## config.mk

```make
export PLATFORM = sky130hd
export DESIGN_NAME = mem_stage
export DESIGN_NICKNAME = d
export VERILOG_FILES = /design/src/rtl/mem_stage_pkg.sv /design/src/rtl/mem_stage_load_align.sv /design/src/rtl/mem_stage.sv
export SDC_FILE = /design/constraint.sdc
export NUM_CORES = 1
export LEC_CHECK = 0
export BUFFER_PORTS_ARGS = -buffer_cell sky130_fd_sc_hd__buf_2
export CAP_MARGIN = 15
export CORE_AREA = 2 2 127 129
export CTS_BUF_LIST = sky130_fd_sc_hd__clkbuf_8
export DETAILED_ROUTE_END_ITERATION = 6
export DIE_AREA = 0 0 129 131
export PLACE_DENSITY = 0.91
export SYNTH_ARGS = -nofsm -noshare
export SYNTH_HDL_FRONTEND = slang
export SYNTH_SLANG_ARGS = --single-unit
```

## constraint.sdc

```tcl
create_clock -name clk -period 6 [get_ports clk]
set_input_delay 0.6 -clock clk [delete_from_list [all_inputs] [get_ports clk]]
set_output_delay 0.6 -clock clk [all_outputs]
set_load 0.03 [all_outputs]
```

## src/rtl/mem_stage_pkg.sv

```systemverilog
// mem_stage_pkg: shared constants for the memory-access stage.
//   ES_TO_MS_BUS_WD / MS_TO_WS_BUS_WD : pipeline bus widths.
//   LD_* : bit positions of the one-hot load_op field.
package mem_stage_pkg;
  localparam int ES_TO_MS_BUS_WD = 113;
  localparam int MS_TO_WS_BUS_WD = 107;

  localparam int LD_W  = 0;
  localparam int LD_B  = 1;
  localparam int LD_H  = 2;
  localparam int LD_BU = 3;
  localparam int LD_HU = 4;
endpackage

```

## src/rtl/mem_stage_load_align.sv

```systemverilog
// load_align: picks the addressed byte/halfword out of a 32-bit read word
// and sign- or zero-extends it according to the one-hot load_op.
// Ports:
//   load_op   in  5   one-hot load kind (all zero: not a load)
//   addr      in  2   low address bits, select the byte lane
//   rdata     in  32  raw read word
//   load_data out 32  aligned, extended result
module load_align
  import mem_stage_pkg::*;
(
  input  logic [4:0]  load_op,
  input  logic [1:0]  addr,
  input  logic [31:0] rdata,
  output logic [31:0] load_data
);
  logic [7:0]  byte_sel;
  logic [15:0] half_sel;

  always_comb begin
    byte_sel = rdata[7:0];
    case (addr)
      2'd0: byte_sel = rdata[7:0];
      2'd1: byte_sel = rdata[15:8];
      2'd2: byte_sel = rdata[23:16];
      2'd3: byte_sel = rdata[31:24];
      default: byte_sel = rdata[7:0];
    endcase
    half_sel = addr[1] ? rdata[31:16] : rdata[15:0];
  end

  always_comb begin
    // ld.w and non-loads see the word unchanged.
    load_data = rdata;
    if (load_op[LD_B])
      load_data = {{24{byte_sel[7]}}, byte_sel};
    else if (load_op[LD_BU])
      load_data = {24'd0, byte_sel};
    else if (load_op[LD_H])
      load_data = {{16{half_sel[15]}}, half_sel};
    else if (load_op[LD_HU])
      load_data = {16'd0, half_sel};
  end
endmodule

```

## src/rtl/mem_stage.sv

```systemverilog
// mem_stage: memory-access stage between execute and write-back.
// Latches the execute bus, aligns/extends synchronous SRAM load data, and
// keeps that data in a one-entry hold buffer while write-back stalls (the
// SRAM only presents read data for one cycle).
// Ports:
//   clk, reset (sync, active-high)
//   ws_allowin / ms_allowin            : handshake with write-back / execute
//   es_to_ms_valid, es_to_ms_bus       : incoming instruction
//   data_sram_rdata                    : load data, one cycle after request
//   wb_flush                           : kill contents (exception / ertn)
//   ms_to_ws_valid, ms_to_ws_bus       : outgoing instruction
//   ms_to_ds_dest/result/load_op/is_exc: hazard and forwarding info to decode
//   ms_pc                              : PC of the latched instruction
module mem_stage
  import mem_stage_pkg::*;
(
  input  logic                       clk,
  input  logic                       reset,
  input  logic                       ws_allowin,
  output logic                       ms_allowin,
  input  logic                       es_to_ms_valid,
  input  logic [ES_TO_MS_BUS_WD-1:0] es_to_ms_bus,
  input  logic [31:0]                data_sram_rdata,
  input  logic                       wb_flush,
  output logic                       ms_to_ws_valid,
  output logic [MS_TO_WS_BUS_WD-1:0] ms_to_ws_bus,
  output logic [4:0]                 ms_to_ds_dest,
  output logic [31:0]                ms_to_ds_result,
  output logic                       ms_to_ds_load_op,
  output logic                       ms_to_ds_is_exc,
  output logic [31:0]                ms_pc
);
  logic                       ms_valid;
  logic [ES_TO_MS_BUS_WD-1:0] es_to_ms_bus_r;

  logic [4:0]  ms_load_op;
  logic        ms_res_from_mem;
  logic        ms_gr_we;
  logic [4:0]  ms_dest;
  logic [31:0] ms_alu_result;
  logic        ms_res_from_csr;
  logic [31:0] ms_csr_rdata;
  logic        ms_is_exc;
  logic        ms_need_cnt_l;
  logic        ms_need_cnt_h;
  logic        ms_need_cnt_id;

  logic        buf_valid;
  logic [31:0] rdata_buf;
  logic [31:0] rdata_src;
  logic [31:0] load_data;
  logic [31:0] final_result;

  assign {ms_load_op, ms_res_from_mem, ms_gr_we, ms_dest, ms_alu_result,
          ms_pc, ms_res_from_csr, ms_csr_rdata, ms_is_exc,
          ms_need_cnt_l, ms_need_cnt_h, ms_need_cnt_id} = es_to_ms_bus_r;

  assign ms_allowin     = !ms_valid || ws_allowin;
  assign ms_to_ws_valid = ms_valid;

  always_ff @(posedge clk) begin
    if (reset)
      ms_valid <= 1'b0;
    else if (wb_flush)
      ms_valid <= 1'b0;
    else if (ms_allowin)
      ms_valid <= es_to_ms_valid;
  end

  // Bus contents are don't-care while invalid, so no reset here.
  always_ff @(posedge clk) begin
    if (es_to_ms_valid && ms_allowin)
      es_to_ms_bus_r <= es_to_ms_bus;
  end

  // Clearing whenever the stage drains guarantees every new instruction
  // starts with an empty buffer and reads the live SRAM data.
  always_ff @(posedge clk) begin
    if (reset || wb_flush || (ms_valid && ws_allowin))
      buf_valid <= 1'b0;
    else if (ms_valid && ms_res_from_mem && !buf_valid && !ws_allowin)
      buf_valid <= 1'b1;
  end

  always_ff @(posedge clk) begin
    if (ms_valid && ms_res_from_mem && !buf_valid && !ws_allowin)
      rdata_buf <= data_sram_rdata;
  end

  assign rdata_src = buf_valid ? rdata_buf : data_sram_rdata;

  load_align u_load_align (
    .load_op   (ms_load_op),
    .addr      (ms_alu_result[1:0]),
    .rdata     (rdata_src),
    .load_data (load_data)
  );

  assign final_result = ms_res_from_mem ? load_data : ms_alu_result;

  assign ms_to_ws_bus = {ms_gr_we, ms_dest, final_result, ms_pc,
                         ms_res_from_csr, ms_csr_rdata, ms_is_exc,
                         ms_need_cnt_l, ms_need_cnt_h, ms_need_cnt_id};

  assign ms_to_ds_dest    = ms_valid ? ms_dest : 5'd0;
  assign ms_to_ds_result  = ms_res_from_csr ? ms_csr_rdata : final_result;
  assign ms_to_ds_load_op = (|ms_load_op) & ms_valid;
  assign ms_to_ds_is_exc  = ms_is_exc & ms_valid;
endmodule

```

# After elaboration in Yosys (flattened, before gate mapping)
# Cells that the tools add are included.
classes:
  n_reduce_logical: 14
  muxes: 10
  eq_ne: 3
  bitwise: 2
op_table:
  columns: ["cell", "n"]
  rows:
  - ["32-bit 2-to-1 mux", 7]
  - ["8-bit case mux with 4 select lines", 1]
  - ["16-bit 2-to-1 mux", 1]
  - ["1-bit logical AND", 5]
  - ["5-bit 2-to-1 mux", 1]
  - ["5-bit OR reduction", 1]
  - ["2-bit == test, second input constant", 2]
  - ["1-bit logical NOT", 3]
  - ["1-bit logical OR", 3]
  - ["1-bit bitwise AND", 2]
  - ["2-bit by 1-bit == test with 1-bit output, second input constant", 1]
  - ["2-bit logical NOT", 1]
  - ["2-bit OR reduction", 1]
word_totals:
  elab_cells: 33
  output_inout_bits: 180
  reg_bits: 147
  inputBits: 150

# Logic depth before layout (Yosys ltp)
logic_depth:
  ltp_word: 8
  depth_mapped: 7
  ltp_nobuf: 4

# Cells and area by module
# Synthesis repeated with hierarchy kept, for this count alone.
unflattened:
  hier_cells: 502
  hier_area_um2: 7360.8
modules_own_cells:
  columns: ["module", "area_each_um2", "cells_each", "n_inst"]
  rows:
  - ["mem_stage", 6563.8, 377, 1]
  - ["load_align", 797.0, 125, 1]

# Worst setup path before layout
# Ideal clock, no wire load.
synth_path:
  path_type: "input-to-reg"
  startpoint: "in ws_allowin"
  endpoint: "reg es_to_ms_bus_r[0], enable pin"
  setup_time_ns: 0.485
  stages: 2
  path_buffers: 0
  t_required_ns: 5.515
  arrival_ns: 3.606
  setup_slack_ns: 1.909
  cell_sequence: "nand2b_1 -> and2_1"
synth_via:
  elab_chain_len: 2
synth_lines:
  columns: ["item", "line", "text"]
  rows:
  - ["start: declaration", "mem_stage.sv:19", "input logic ws_allowin,"]
  - ["1-bit logical OR", "mem_stage.sv:58", "assign ms_allowin = !ms_valid || ws_allowin;"]
  - ["1-bit logical AND", "mem_stage.sv:72", "if (es_to_ms_valid && ms_allowin)"]
  - ["end signal: assignment", "mem_stage.sv:73", "es_to_ms_bus_r <= es_to_ms_bus;"]
  - ["end: declaration", "mem_stage.sv:34", "logic [ES_TO_MS_BUS_WD-1:0] es_to_ms_bus_r;"]
# No other way between the ends.
# A chain may end at the register's enable or synchronous reset.

# Worst setup path in the final report
layout_path:
  startpoint: "reg es_to_ms_bus_r[70]"
  endpoint: "out ms_to_ds_result[26]"
layout_via:
  elab_chain_len: 6
  elab_cells_between_ends: 11
layout_lines:
  columns: ["item", "line", "text"]
  rows:
  - ["branches (longest 3 deep; another with 8-bit case mux with 4 select lines)", null, null]
  - ["32-bit 2-to-1 mux (*)", "mem_stage_load_align.sv:34", "if (load_op[LD_B])"]
  - ["32-bit 2-to-1 mux (*)", "mem_stage.sv:99", "assign final_result = ms_res_from_mem ? load_data : ms_alu_result;"]
  - ["32-bit 2-to-1 mux (*)", "mem_stage.sv:106", "assign ms_to_ds_result = ms_res_from_csr ? ms_csr_rdata : final_result;"]
  - ["end: declaration", "mem_stage.sv:28", "output logic [31:0] ms_to_ds_result,"]
# Mark *: on every way between the ends.

==> flow_summary.json <==
{
  "status": "finished clean",
  "syn_area_per_cell_um2": 12.6,
  "grt_pass1_wl_um": 29900,
  "track_usage": 0.244,
  "p_clk_frac": 0.334,
  "setup_viol": 0,
  "die_x_um": 129,
  "die-area_um2": 16900,
  "synth_top_family_by_area": "buffers and inverters",
  "vias": 5330,
  "first_iter_violations": 426,
  "synth.distinct_cells": 40,
  "antenna_found_initial": 0,
  "drc": 0,
  "start_kind": "register",
  "post_cts_resize_count": 0,
  "peakVddDrop_mv": 0.188,
  "num_rows": 46,
  "clock_path_buffers": 2,
  "rsz0062_at_grt": "false",
  "clock_latency_ps": 460,
  "dp_hpwl_um": 16200,
  "htree_num_levels": 4,
  "synth-simple-area-share": 0.0681,
  "cts_buffers": 17,
  "setup_tns_ps": 0,
  "synth_compound_area_frac": 0.0870,
  "path_buf_inv": 1,
  "finalClockSkew_ps": 14.3,
  "synthMuxAreaShare": 0.103,
  "synth_cells": 572,
  "period_share": 0.614,
  "p_switching_mw": 0.780,
  "cap_violations": 0,
  "cts_root_buf": "clkbuf_8",
  "synthAdderAreaFrac": 0,
  "max_clock_freq_mhz": 272,
  "synth_top_area_cell": "edfxtp_1",
  "slew_headroom": 0.268,
  "layout_commonest_cell": "buf_2",
  "cts_tree": "yes",
  "hold_buffers": 0,
  "io_pins": 330,
  "io_buffer_count": 329,
  "cp_data_required_time_ps": 5400,
  "via_per_inst": 5.24,
  "comb_power_share": 0.193,
  "die_h_um": 131,
  "critPathTopFamily": "compound AO/OA/AOI/OAI gates",
  "fin_util": 0.555,
  "drv_slew": 0,
  "switching_share": 0.303,
  "criticalPathCategory": "reg -> out",
  "grt_pass1_vias": 5205,
  "crit_arrival_ps": 3080,
  "post_cts_buffers": 0,
  "n_fill_cell": 1306,
  "synth_warnings": 0,
  "dr.pass1.iters": 5,
  "antenna_left": 0,
  "critPathSlowestCell": "edfxtp_1",
  "worstSetupEndpointType": "primary output",
  "syn_nets": 722,
  "clk_pin_slew_worst_paths_ps": 90,
  "drt_wl_total_um": 21200,
  "avgRoutedWirePerCell_um": 20.8,
  "grt_overflow": 0,
  "nets": 939,
  "slowest_delay_ps": 800,
  "layout_common_cells": "329 x buf_2, 145 x edfxtp_1, 90 x nor2_1, 81 x a21oi_1, 50 x mux2i_1",
  "syn_area_um2": 7220,
  "seq_area_frac_synth": 0.609,
  "crit_fanout": 24,
  "power.leakage_nw": 3.61,
  "ff_latch_area_um2": 4400,
  "synthTopCellsByArea": "edfxtp_1 60%, buf_4 11%, mux2i_1 6.9%",
  "drive_gt1_frac": 0.481,
  "ys_seq_elements": 147,
  "yosys.area.top_type_share": 0.603,
  "synth_xor_area_frac": 0,
  "finalCriticalPeriod_ps": 3680,
  "gp_congestion": 0.896,
  "path_cells": "mux4_2 > mux2_4 > a21oi_4 > a21oi_1 > buf_2",
  "min_path_type": "in -> reg",
  "pwr-share-seq": 0.474,
  "start_util": 0.463,
  "multi_input_area_um2": 1870,
  "core_area_um2": 15600,
  "cellPowerDensity_nw_per_um2": 297,
  "finalHoldViolCount": 0,
  "grt_max_degree": 66,
  "worst_pin_slew_ps": 1090,
  "clock-sinks": 147,
  "area_growth_pct": 20.0,
  "internal-power_mw": 1.79
}
## flip-flops by register name (all words and copies together), names as in the netlist
register and count:
ms_to_ws_valid 1, buf_valid 1, rdata_buf 32, es_to_ms_bus_r 113
## area by class of cell
class	instances	area share
repair buffers	334	0.194
clock buffers	17	0.0270
clock inverters	14	0.0235
diodes	1	0.000289
inverters	1	0.000433
well taps	216	0.0312
flip-flops and latches	147	0.507
multi-input cells	288	0.216
## cell usage after synthesis, drive strengths merged
library cell / instances
edfxtp: 145
buf: 121
nor2: 90
a21oi: 82
mux2i: 50
clkbuf: 15
nand2: 12
mux4: 9
and2: 8
o21ai: 8
a22oi: 5
mux2: 3
dfxtp: 2
nand2b: 2
a2111oi: 1
a211oi: 1
a21bo: 1
a21boi: 1
a2bb2oi: 1
a31oi: 1
a32o: 1
a32oi: 1
and3: 1
inv: 1
nand3: 1
nand3b: 1
nor3b: 1
o211ai: 1
o21a: 1
o31ai: 1
o41ai: 1
or2: 1
or3: 1
or4: 1
## metal layers
layer | track usage | wire length [µm] | up-vias
met4 | 0.105 | 648 | 0
met2 | 0.396 | 10500 | 344
met5 | 0 | 0 | -
met3 | 0.0863 | 2040 | 45
li1 | - | - | 2401
met1 | 0.297 | 8000 | 2540
## cell families after synthesis
group / count (synthesis)
mux: 62
simple gates: 119
compound gates: 107
buf+inv: 137
flops: 147
## power groups by stage
stage	clock network, mW	logic [mW]	registers [mW]
6_report	0.858	0.496	1.22
5_1_grt	0.904	0.524	1.22
4_1_cts	0.868	0.496	1.22
3_5_place_dp	0	0.495	1.24
3_3_place_gp	0	0.485	1.24
2_1_floorplan	0	0.374	1.23
## path summary, 6_finish.rpt
check / startpoint / endpoint / slack, ps / cells past startpoint
worst max-delay path: es_to_ms_bus_r[70]$_DFFE_PP_ / ms_to_ds_result[26] / 2320 / 5
worst min-delay path: wb_flush / ms_to_ws_valid$_SDFFE_PP0N_ / 310 / 2
worst max register to register: es_to_ms_bus_r[107]$_DFFE_PP_ / rdata_buf[8]$_DFFE_PP_ / 3290 / 3
worst min register to register: ms_to_ws_valid$_SDFFE_PP0N_ / buf_valid$_SDFFE_PP0P_ / 680 / 2
## worst register-to-register path, stage by stage (launching register included)
cell and delay (ps):
edfxtp_1 840, buf_4 440, nor3b_2 610, buf_4 460
## stage by stage
step	cells	setup slack [ps]	area (µm²)	hold WS, ps	power [mW]
finish	1018	2320	8660	311	2.57
global route	1017	2150	8660	281	2.65
CTS	1017	2290	8660	283	2.58
detailed placement	986	2780	8220	695	1.74
global placement	986	2760	8220	696	1.72
floorplan	572	1910	7220	673	1.60
Power figures use the tool's default switching activity.
